**src/rtl/reversi_pkg.sv**
```systemverilog
// ============================================================================
// Module      : reversi_pkg
// Description : Colour codes, winner codes and scorer states shared by the
//               board drawing, move and scoring blocks.
// Revision    : 1.0 - initial release
// ============================================================================
`default_nettype none

package reversi_pkg;

  localparam logic [2:0] COLOUR_BLACK = 3'b000;
  localparam logic [2:0] COLOUR_WHITE = 3'b111;
  localparam logic [2:0] COLOUR_EMPTY = 3'b010;

  localparam logic [1:0] WIN_NONE  = 2'b00;
  localparam logic [1:0] WIN_BLACK = 2'b01;
  localparam logic [1:0] WIN_WHITE = 2'b10;
  localparam logic [1:0] WIN_TIE   = 2'b11;

  typedef enum logic [1:0] {
    SC_IDLE  = 2'd0,
    SC_READ  = 2'd1,
    SC_DRAIN = 2'd2,
    SC_DONE  = 2'd3
  } scorer_state_t;

endpackage

`default_nettype wire

```
**src/rtl/board_addr_gen.sv**
```systemverilog
// ============================================================================
// Module      : board_addr_gen
// Description : Row-major x/y raster counter for sweeping the board store.
// Revision    : 1.0 - initial release
// ============================================================================
`default_nettype none

module board_addr_gen #(
  parameter int BOARD_DIM = 8
) (
  input  logic       clk,
  input  logic       resetn,
  input  logic       clear,
  input  logic       step,
  output logic [2:0] x,
  output logic [2:0] y,
  output logic       last
);

  localparam logic [2:0] MAX_COORD = 3'(BOARD_DIM - 1);

  // Stepping past the final cell wraps back to (0,0).
  always_ff @(posedge clk) begin
    if (!resetn || clear) begin
      x <= 3'd0;
      y <= 3'd0;
    end else if (step) begin
      if (x == MAX_COORD) begin
        x <= 3'd0;
        y <= (y == MAX_COORD) ? 3'd0 : y + 3'd1;
      end else begin
        x <= x + 3'd1;
      end
    end
  end

  assign last = (x == MAX_COORD) && (y == MAX_COORD);

endmodule

`default_nettype wire

```
**src/rtl/board_scorer.sv**
```systemverilog
// ============================================================================
// Module      : board_scorer
// Description : Scans the 8x8 board store and tallies black/white/empty cells.
// Revision    : 1.0 - initial release
// ============================================================================
`default_nettype none

module board_scorer
  import reversi_pkg::*;
#(
  parameter int BOARD_DIM = 8,
  parameter int CNT_W     = 7
) (
  input  logic             clk,
  input  logic             resetn,
  input  logic             scoreEn,
  output logic [2:0]       readX,
  output logic [2:0]       readY,
  input  logic [2:0]       readColour,
  output logic [CNT_W-1:0] blackCount,
  output logic [CNT_W-1:0] whiteCount,
  output logic [CNT_W-1:0] emptyCount,
  output logic [1:0]       winner,
  output logic             scoreBusy,
  output logic             scoreDone
);

  scorer_state_t    state;
  logic             addr_last;
  logic             count_en;
  logic             is_black;
  logic             is_white;
  logic             is_empty;
  logic [CNT_W-1:0] black_next;
  logic [CNT_W-1:0] white_next;
  logic [CNT_W-1:0] empty_next;
  logic [1:0]       winner_next;

  board_addr_gen #(
    .BOARD_DIM (BOARD_DIM)
  ) u_addr_gen (
    .clk    (clk),
    .resetn (resetn),
    .clear  (state == SC_IDLE),
    .step   (state == SC_READ),
    .x      (readX),
    .y      (readY),
    .last   (addr_last)
  );

  // The read port has one cycle of latency: the colour seen while address n
  // is presented belongs to address n-1, so nothing is counted at (0,0).
  assign count_en = ((state == SC_READ) && ({readY, readX} != 6'd0)) ||
                    (state == SC_DRAIN);

  always_comb begin
    is_black    = (readColour == COLOUR_BLACK);
    is_white    = (readColour == COLOUR_WHITE);
    is_empty    = (readColour == COLOUR_EMPTY) || (!is_black && !is_white);
    black_next  = blackCount + CNT_W'(count_en && is_black);
    white_next  = whiteCount + CNT_W'(count_en && is_white);
    empty_next  = emptyCount + CNT_W'(count_en && is_empty);
    winner_next = WIN_TIE;
    if (black_next > white_next) begin
      winner_next = WIN_BLACK;
    end else if (white_next > black_next) begin
      winner_next = WIN_WHITE;
    end
  end

  always_ff @(posedge clk) begin
    if (!resetn) begin
      state      <= SC_IDLE;
      blackCount <= '0;
      whiteCount <= '0;
      emptyCount <= '0;
      winner     <= WIN_NONE;
      scoreBusy  <= 1'b0;
      scoreDone  <= 1'b0;
    end else begin
      case (state)
        SC_IDLE: begin
          scoreDone <= 1'b0;
          if (scoreEn) begin
            blackCount <= '0;
            whiteCount <= '0;
            emptyCount <= '0;
            winner     <= WIN_NONE;
            scoreBusy  <= 1'b1;
            state      <= SC_READ;
          end
        end
        SC_READ: begin
          blackCount <= black_next;
          whiteCount <= white_next;
          emptyCount <= empty_next;
          if (addr_last) begin
            state <= SC_DRAIN;
          end
        end
        SC_DRAIN: begin
          // Winner uses the post-increment counts so it is valid with done.
          blackCount <= black_next;
          whiteCount <= white_next;
          emptyCount <= empty_next;
          winner     <= winner_next;
          scoreDone  <= 1'b1;
          state      <= SC_DONE;
        end
        SC_DONE: begin
          scoreDone <= 1'b0;
          scoreBusy <= 1'b0;
          state     <= SC_IDLE;
        end
        default: begin
          state <= SC_IDLE;
        end
      endcase
    end
  end

endmodule

`default_nettype wire

```
**config.mk**
```make
export PLATFORM = sky130hd
export DESIGN_NAME = board_scorer
export DESIGN_NICKNAME = d
export VERILOG_FILES = /design/src/rtl/reversi_pkg.sv /design/src/rtl/board_addr_gen.sv /design/src/rtl/board_scorer.sv
export SDC_FILE = /design/constraint.sdc
export NUM_CORES = 1
export LEC_CHECK = 0
export BUFFER_PORTS_ARGS = -buffer_cell sky130_fd_sc_hd__buf_2
export CAP_MARGIN = 20
export CORE_MARGIN = 2
export CORE_UTILIZATION = 59
export CTS_CLUSTER_DIAMETER = 80
export DETAILED_ROUTE_END_ITERATION = 7
export PLACE_DENSITY = 0.84
export REMOVE_ABC_BUFFERS = 1
export SYNTH_ARGS = -nofsm -noshare
export SYNTH_HDL_FRONTEND = slang
export SYNTH_SLANG_ARGS = --single-unit
```
**constraint.sdc**
```tcl
create_clock -name clk -period 7.43 [get_ports clk]
set_input_delay 0.743 -clock clk [delete_from_list [all_inputs] [get_ports clk]]
set_output_delay 0.743 -clock clk [all_outputs]
set_load 0.03 [all_outputs]
```
==> impl_metrics.env <==
export IMPL_grt_pass1_wl_um=6440
export IMPL_fp_dieW_um=61.6
export IMPL_layout_nets=294
export IMPL_core_um2=3100
export IMPL_fmax_ghz=0.317
export IMPL_grt_use_met1=0.275
export IMPL_arrival_ns=3.41
export IMPL_finalCritPeriodShare=0.424
export IMPL_multi_input_area_um2=1230
export IMPL_outcome="complete, no violations"
export IMPL_path_class="reg -> reg"
export IMPL_seq_area_um2=661
export IMPL_root_buffer="clkbuf_4"
export IMPL_htree_levels=2
export IMPL_final_layout_size_suffix_gt1_frac=0.192
export IMPL_cts_max_path_buffers=2
export IMPL_synth_top_area_cell="dfxtp_1"
export IMPL_worstPathRequired_ns=7.68
export IMPL_synth_distinct_cells=34
export IMPL_worst_slew_pin_slew_ns=0.691
export IMPL_met3_usage=0.0630
export IMPL_vdd_drop_max_uv=93.7
export IMPL_critPathCaptureType="flip-flop"
export IMPL_cap_violations=0
export IMPL_ys_warnings_count=0
export IMPL_synthArstFlopShare=0
export IMPL_switchingPower_mw=0.203
export IMPL_cts_clk_slew_worst_paths_ns=0.11
export IMPL_syn_area_per_cell_um2=8.56
export IMPL_skew_ns=0.0140
export IMPL_clkPwrFrac=0.268
export IMPL_slew_viol_final=0
export IMPL_antenna_found_initial=0
export IMPL_wl_per_cell_um=12.7
export IMPL_post_cts_resized=0
export IMPL_place_hpwl_um=2860
export IMPL_critPathMaxFanout=8
export IMPL_period_needed_ns=3.15
export IMPL_dieArea_um2=3800
export IMPL_cp_start_kind="flip-flop"
export IMPL_yosys_most_used_dff="dfxtp_1"
export IMPL_gp_congestion=0.757
export IMPL_synth_xor_area_frac=0.0536
export IMPL_busiest_layer="met2"
export IMPL_io_pins=37
export IMPL_min_path_type="reg -> reg"
export IMPL_switching_share=0.381
export IMPL_yosysTopAreaCellShare=0.337
export IMPL_start_util=0.631
export IMPL_diodes=0
export IMPL_grt_use_met2=0.385
export IMPL_ctsHoldBuffers=0
export IMPL_clock_sinks=33
export IMPL_seq_power_share=0.376
export IMPL_portBuffers=36
export IMPL_power_mw=0.533
export IMPL_grt_pass1_vias=1499
export IMPL_synth_edf_count=0
export IMPL_grt_start_max_net_pins=29
export IMPL_die_h_um=61.6
export IMPL_ys_ff_latch=33
export IMPL_vias=1670
export IMPL_p_leak_nw=1.03
export IMPL_first_pass_iters=4
export IMPL_power_density_nw_per_um2=237
export IMPL_numCtsBuffers=5
export IMPL_initialDrtViolationCount=54
export IMPL_ant_nets=0
export IMPL_fillCellCount=273
export IMPL_finalHoldViolCount=0
export IMPL_finalSetupViolCount=0
export IMPL_whs_ns=0.498
export IMPL_worstSkewPairLatency_ns=0.34
export IMPL_routed_via_density=5.40
export IMPL_grt_overflow=0
export IMPL_intPower_mw=0.330
export IMPL_synth_cells=229
export IMPL_synthSimpleGateAreaFrac=0.238
export IMPL_synth_area_top_cells="dfxtp_1 (34%), ha_1 (15%), nor2_1 (4.4%)"
export IMPL_slew_headroom=0.539
export IMPL_cts_setup_buffers=0
export IMPL_areaGrowthSynthToFinish_pct=14.6
export IMPL_synth_fa_ha_area_frac=0.153
export IMPL_ys_seq_area_frac=0.337
export IMPL_drt_wl_total_um=3920
export IMPL_comb_power_share=0.356
export IMPL_synth_top_family_by_area="simple AND/OR/NAND/NOR gates"
export IMPL_synth_mux_area_frac=0.0307
export IMPL_track_usage=0.230
export IMPL_synth_compound_area_frac=0.148
export IMPL_rsz0062_at_grt="no"
export IMPL_netlist_area_um2=1960
export IMPL_drc=0
export IMPL_rows=20
export IMPL_cts_tree="built"
export IMPL_fin_setup_tns_ns=0
[sequential cells by signal, summed over array words and instances (netlist names)]
register	count
u_addr_gen.x	3
whiteCount	7
scoreDone	1
state	2
scoreBusy	1
winner	2
emptyCount	7
u_addr_gen.y	3
blackCount	7
[final cells by class]
cell class	instances	area share
flip-flops and latches	33	0.294
inverters	8	0.0134
multi-input cells	179	0.546
well taps	44	0.0245
clock inverters	1	0.0134
repair buffers	37	0.0836
clock buffers	7	0.0245
[path summary, 6_finish.rpt]
kind                            cells after the start               to  slack (ns)       startpoint
worst min-delay path                                2  u_addr_gen.y[1]        0.50  u_addr_gen.y[1]
worst max-delay path                               13        winner[1]        4.28         state[1]
worst max register to register                     13        winner[1]        4.28         state[1]
worst min register to register                      2  u_addr_gen.y[1]        0.50  u_addr_gen.y[1]
[cell usage after synthesis (all sizes together) (6+ instances only)]
cell,instances
nor2,23
o21ai,15
a21oi,8
nand2,22
mux2i,6
inv,8
nor2b,13
a22oi,6
nand3,10
a21boi,8
dfxtp,33
xnor2,9
nor3,8
ha,24
[metal layers]
layer  vias up  wire length [um]  part of all wire
met5         -                 0                 0
met2        31              1880              0.48
met4         0                65             0.017
met1       771              1810              0.46
met3         7               157             0.040
li1        861                 -                 -
[critical path, stage by stage (launching register included)]
cell	delay (ns)
dfxtp_1	0.36
inv_1	0.11
ha_1	0.38
a21oi_1	0.17
nor2b_1	0.22
ha_1	0.19
ha_1	0.23
nand3_1	0.17
nor2_1	0.16
xor2_1	0.21
ha_1	0.28
a21oi_1	0.16
o221ai_1	0.15
a31o_2	0.26
[cells by family after synthesis]
kind of cell | Yosys count
buf+inv | 17
mux | 6
fa+ha+maj | 24
xor+xnor | 12
compound gates | 45
flops | 33
simple gates | 92
[per-stage QoR]
stage | instance area, um^2 | util | instances | setup WS [ns]
floorplan | 1910 | - | 220 | 4.58
global placement | 2160 | 0.696 | 301 | 4.34
CTS | 2240 | 0.723 | 309 | 4.26
finish | 2240 | 0.723 | 309 | 4.28
global route | 2240 | 0.723 | 309 | 3.97
detailed placement | 2160 | 0.696 | 301 | 4.27
[layout by cell type, fill, tap and decap left out, types with 8 or more instances in the layout]
cell type and count:
nor2_1 23, nand3_1 10, o21ai_0 15, inv_1 8, ha_1 24, buf_2 36
nand2_1 22, a21oi_1 8, nor2b_1 13, a21boi_0 8, dfxtp_1 33, xnor2_1 9
[power by group through the flow]
stage / logic, mW / clock network [mW] / registers [mW]
floorplan: 0.115 / 0 / 0.220
global placement: 0.186 / 0 / 0.204
detailed placement: 0.189 / 0 / 0.205
CTS: 0.190 / 0.145 / 0.201
global route: 0.209 / 0.151 / 0.203
finish: 0.190 / 0.143 / 0.200
(Power assumes the default switching activity.)
